<file path="src/rtl/ram4k_arbiter.sv">
// Burst-limited round-robin arbiter and command sequencer for ram4k.
// Reads return through an in-order tag pipeline at fixed latency.
module ram4k_arbiter #(
  parameter int RD_LAT    = 1,
  parameter int MAX_BURST = 4
) (
  input  logic        clk,
  input  logic        rst,
  input  logic        req0,
  input  logic        req1,
  input  logic        we0,
  input  logic        we1,
  input  logic [11:0] addr0,
  input  logic [11:0] addr1,
  input  logic [7:0]  wdata0,
  input  logic [7:0]  wdata1,
  output logic        gnt0,
  output logic        gnt1,
  output logic        rvalid0,
  output logic        rvalid1,
  output logic [7:0]  rdata0,
  output logic [7:0]  rdata1,
  output logic        ram_we,
  output logic [11:0] ram_addr,
  output logic [7:0]  ram_din,
  input  logic [7:0]  ram_dout,
  output logic        busy
);

  typedef enum logic [1:0] {
    IDLE,
    OWN0,
    OWN1
  } state_e;

  localparam logic [3:0] MAXB = 4'(MAX_BURST);

  state_e      state_q, state_d;
  logic        last_q, last_d;
  logic [3:0]  bcnt_q, bcnt_d;
  logic        g0, g1;
  logic        acc;
  logic        sel_we;
  logic [11:0] sel_addr;
  logic [7:0]  sel_din;

  logic        ram_we_q;
  logic [11:0] ram_addr_q;
  logic [7:0]  ram_din_q;
  logic [RD_LAT:0] tv_q;
  logic [RD_LAT:0] tp_q;
  logic        rvalid0_q, rvalid1_q;
  logic [7:0]  rdata0_q, rdata1_q;

  always_comb begin
    g0 = 1'b0;
    g1 = 1'b0;
    case (state_q)
      IDLE: begin
        g0 = req0 & (~req1 | last_q);
        g1 = req1 & (~req0 | ~last_q);
      end
      OWN0: begin
        if (req0 && (!req1 || bcnt_q < MAXB)) g0 = 1'b1;
        else g1 = req1;
      end
      OWN1: begin
        if (req1 && (!req0 || bcnt_q < MAXB)) g1 = 1'b1;
        else g0 = req0;
      end
      default: begin
        g0 = 1'b0;
        g1 = 1'b0;
      end
    endcase
  end

  assign gnt0 = g0 & ~rst;
  assign gnt1 = g1 & ~rst;
  assign acc  = g0 | g1;

  assign sel_we   = g1 ? we1 : we0;
  assign sel_addr = g1 ? addr1 : addr0;
  assign sel_din  = g1 ? wdata1 : wdata0;

  always_comb begin
    state_d = state_q;
    last_d  = last_q;
    bcnt_d  = bcnt_q;
    if (g0) begin
      state_d = OWN0;
      if (state_q == OWN0) begin
        if (bcnt_q < MAXB) bcnt_d = bcnt_q + 4'd1;
      end else begin
        bcnt_d = 4'd1;
        if (state_q == OWN1) last_d = 1'b1;
      end
    end else if (g1) begin
      state_d = OWN1;
      if (state_q == OWN1) begin
        if (bcnt_q < MAXB) bcnt_d = bcnt_q + 4'd1;
      end else begin
        bcnt_d = 4'd1;
        if (state_q == OWN0) last_d = 1'b0;
      end
    end else if (state_q == OWN0) begin
      state_d = IDLE;
      last_d  = 1'b0;
    end else if (state_q == OWN1) begin
      state_d = IDLE;
      last_d  = 1'b1;
    end
  end

  always_ff @(posedge clk or posedge rst) begin
    if (rst) begin
      state_q    <= IDLE;
      last_q     <= 1'b1;
      bcnt_q     <= 4'd0;
      ram_we_q   <= 1'b0;
      ram_addr_q <= 12'd0;
      ram_din_q  <= 8'd0;
      tv_q       <= '0;
      tp_q       <= '0;
      rvalid0_q  <= 1'b0;
      rvalid1_q  <= 1'b0;
      rdata0_q   <= 8'd0;
      rdata1_q   <= 8'd0;
    end else begin
      state_q  <= state_d;
      last_q   <= last_d;
      bcnt_q   <= bcnt_d;
      ram_we_q <= acc & sel_we;
      if (acc) begin
        ram_addr_q <= sel_addr;
        ram_din_q  <= sel_din;
      end
      // tag 0 lines up with the cycle ram_addr is presented
      tv_q[0] <= acc & ~sel_we;
      tp_q[0] <= g1;
      for (int i = 1; i <= RD_LAT; i++) begin
        tv_q[i] <= tv_q[i-1];
        tp_q[i] <= tp_q[i-1];
      end
      rvalid0_q <= tv_q[RD_LAT] & ~tp_q[RD_LAT];
      rvalid1_q <= tv_q[RD_LAT] & tp_q[RD_LAT];
      if (tv_q[RD_LAT] && !tp_q[RD_LAT]) rdata0_q <= ram_dout;
      if (tv_q[RD_LAT] && tp_q[RD_LAT])  rdata1_q <= ram_dout;
    end
  end

  assign ram_we   = ram_we_q;
  assign ram_addr = ram_addr_q;
  assign ram_din  = ram_din_q;
  assign rvalid0  = rvalid0_q;
  assign rvalid1  = rvalid1_q;
  assign rdata0   = rdata0_q;
  assign rdata1   = rdata1_q;
  assign busy     = |tv_q;

endmodule

</file>
<file path="config.mk">
export PLATFORM = sky130hd
export DESIGN_NAME = ram4k_arbiter
export DESIGN_NICKNAME = d
export VERILOG_FILES = /design/src/rtl/ram4k_arbiter.sv
export SDC_FILE = /design/constraint.sdc
export NUM_CORES = 1
export LEC_CHECK = 0
export CAP_MARGIN = 0
export CORE_MARGIN = 2
export CORE_UTILIZATION = 38
export DETAILED_ROUTE_END_ITERATION = 7
export GPL_TIMING_DRIVEN = 0
export PLACE_DENSITY = 0.81
export SYNTH_ARGS = -nofsm -noshare
export SYNTH_HDL_FRONTEND = slang
export SYNTH_SLANG_ARGS = --single-unit
</file>
<file path="constraint.sdc">
create_clock -name clk -period 1.8 [get_ports clk]
set_input_delay 0.27 -clock clk [delete_from_list [all_inputs] [get_ports clk]]
set_output_delay 0.27 -clock clk [all_outputs]
set_load 0.03 [all_outputs]
</file>
==> results.md <==
* Fraction of layout cells with a size suffix above 1 at about 29%
* Die footprint at 6630 sq um
* Static Leak at 1.79 nW
* Die W at 81.4 um
* Detailed-route vias per instance at 5.00
* Relative slew margins at 61.6%
* Hold-fix buffer count after cts at 0
* Part of the Yosys area used for sequential elements at between 50% and 60%
* Post-Synthesis Cells at roughly 200
* Peak fanout along the critical path at 4
* Skew-Pair Late Insertion Delay at 0.31 ns
* Initial cell density of the core at about two fifths
* Setup repair after global routing missed its margin: yes
* Worst reg-to-reg setup slack at -0.39 ns
* Hold Fails Final Rpt at 0
* Commonest cells after routing, fill and taps aside: 92 x clkdlybuf4s50_1, 49 x dfrtp_1, 22 x nand2_1
* Global-route congestion overflow total at 0
* Synthesized Nets at approximately 250
* Proportion of power drawn by combinational gates at between 60% and 70%
* Synth unique cells at 37
* Area growth from synthesis to final layout at 76.6%
* Final WS setup at -0.493 ns
* Required time of the critical path at 1.53 ns
* Proportion of power drawn by the clock network at roughly a tenth
* Most common library cell in the layout ignoring fill and taps: clkdlybuf4s50_1
* Peak supply drop at 0.910 mV
* Max Clk Rate at around 0.44 GHz
* Net total in the final layout at 382
* Clock-pin slew on the worst setup and hold paths at around 0.10 ns
* Antenna Violating Nets Remaining at 0
* Cell area after synthesis at 2280 sq um
* Register bit count reported by yosys at 50
* Top-level port count at 96
* Sw power at between 3 and 4 mW
* Vias post-DR at approximately 2,000
* Cell type with the highest aggregate area in the netlist: dfrtp_1
* Final RePlAce weighted congestion at approximately 0.8
* Wire length of the first global-routing pass at ~9000 um
* Largest net degree at the start of global routing at 27
* CTS tree: done
* Antenna violations before repair at 0
* Power per standard cell area at 1960 nW/um^2
* PortBufs at between 90 and 100
* Switching Share at 42.0%
* Clk_skew at ~0.011 ns
* Violations in the final reports: setup timing
* Max Cap Violations at 0
* Worst min path class: reg -> reg
* Diodes inserted at 0
* Run status: complete, but fails checks
* Drt pass-1 iters at 4
* Wirelength, routed at between 6000 and 7000 um
* Largest buffer count on any clock path at 2
* H-tree depth reported by CTS at 2
* Post-detailed-route wirelength per cell at 16.6 um
* Final standard cell utilization of the core at 68.8%
* Portion of the clock cycle consumed by the worst path in the final layout at 127%
* EDFF count, synth at 0
* Worst Path Arrival at 2.02 ns
* Total routing resource utilization after global routing at 17.5%
* Number of clock sinks at 50
* DRC Markers at 0
* Core Rows at 28
* Synthesis warning total at 0
* Startpoint type of the worst setup path: flop
* Number of slew-limit violations in the final report at 0
* Fraction of synthesized cell area taken by the top area cell type at a little over half
* Chip height at between 80 and 90 um
* DRT iter0 DRCs at 99
* Primary flip-flop cell chosen by synthesis mapping: dfrtp_1
* Clock tree root driver cell: clkbuf_8
* Via count of the first global-routing pass at 1,963
* Detailed placer's ending HPWL at 3930 um
* Count of final setup violators at 32
* Synth Area per Inst at 11.7 sq um
* Proportion of register bits with asynchronous set or reset after synthesis at 100%
* Transition time at the pin with the least slew margin at around 0.57 ns
* Setup total negative slack at -9.32 ns
* Classification of the worst setup path: reg -> out
* Internal portion of total power at between 4 and 5 mW
* Period minus WS final at 2.29 ns
* Top cells by area, synth: dfrtp_1 54%, mux2i_1 8.8%, o21ai_1 4.8%
* Sequential share of power at around a quarter
* Core footprint at 5850 sq um
* Kind of end point of the critical path: primary output
* Number of buffers created by CTS at 5
-- stage by stage --
step | std cells | power, mW | setup WS (ns) | cell area [sq um] | hold slack (ns)
after global placement | 365 | 5.70 | -0.973 | 3350 | 0.335
final | 399 | 7.89 | -0.493 | 4020 | 0.365
after CTS | 380 | 6.75 | -0.511 | 3570 | 0.368
after global routing | 399 | 8.29 | -0.565 | 4020 | 0.380
after detailed placement | 366 | 5.81 | -0.993 | 3370 | 0.346
after floorplan | 195 | 4.38 | -0.163 | 2310 | 0.331
-- final timing paths --
path / cells after the start / start / endpoint
max reg2reg: 10 / state_q[1] / bcnt_q[0]
max in group asynchronous: 3 / rst / last_q
min: 0 / tp_q[0] / tp_q[1]
max: 8 / state_q[1] / gnt0
min in group asynchronous: 2 / rst / state_q[1]
min reg2reg: 0 / tp_q[0] / tp_q[1]
-- power by group through the flow --
stage	clock, mW	sequential, mW	combinational, mW
after CTS	0.730	1.96	4.05
after global placement	0	1.96	3.75
after floorplan	0	2.81	1.57
after detailed placement	0	1.98	3.83
after global routing	0.779	2.04	5.47
final	0.730	1.98	5.18
-- critical path, cell delays in order (launching register included) --
cell and delay [ns]:
dfrtp_1 0.45, inv_2 0.11, ha_4 0.15, a21bo_4 0.16, nor3_4 0.06, or3_4 0.42, buf_12 0.14, nor2_4 0.08
buf_6 0.14
-- state kept, by name (all words and copies together), names as in the netlist --
signal,count
bcnt_q,4
last_q,1
ram_addr,12
ram_din,8
ram_we,1
rdata0,8
rdata1,8
rvalid0,1
rvalid1,1
state_q,2
tp_q,2
tv_q,2
-- what timing repair did --
action	CTS	global route
pin swaps	7	14
cloned	0	3
gates resized for setup	28	59
setup endpoints to repair	30	31
setup buffers	6	18
-- cell usage after synthesis (4+ instances only) --
library cell / instances
dfrtp_1: 49
nand2_1: 25
o21ai_1: 22
mux2i_1: 20
inv_1: 10
mux2_1: 8
mux2_2: 8
ha_1: 5
a21oi_1: 4
-- layer usage --
| layer | routed length (um) | global-route usage, % |
|---|---|---|
| met3 | 383 | 4.51 |
| met1 | 2660 | 20.3 |
| met2 | 3500 | 30.5 |
| met4 | 82 | 7.80 |
| met5 | 0 | 0 |
-- layout make-up --
cell class	count	area (sq um)
Clock inverter	2	17.5
Fill cell	406	1830
Tap cell	75	93.8
Timing Repair Buffer	123	1310
Clock buffer	6	82.6
Multi-Input combinational cell	124	1110
Inverter	12	57.6
Sequential cell	50	1250
Buffer	7	100
-- kinds of logic after synthesis --
logic type	share of synthesized area [%]
AOI/OAI and AO/OA	11.1
adders and majority gates	2.75
buffers and inverters	5.05
DFF	55.0
muxes	17.4
and+or+nand+nor	8.73
Note: power is estimated with default switching activity, not from simulation.
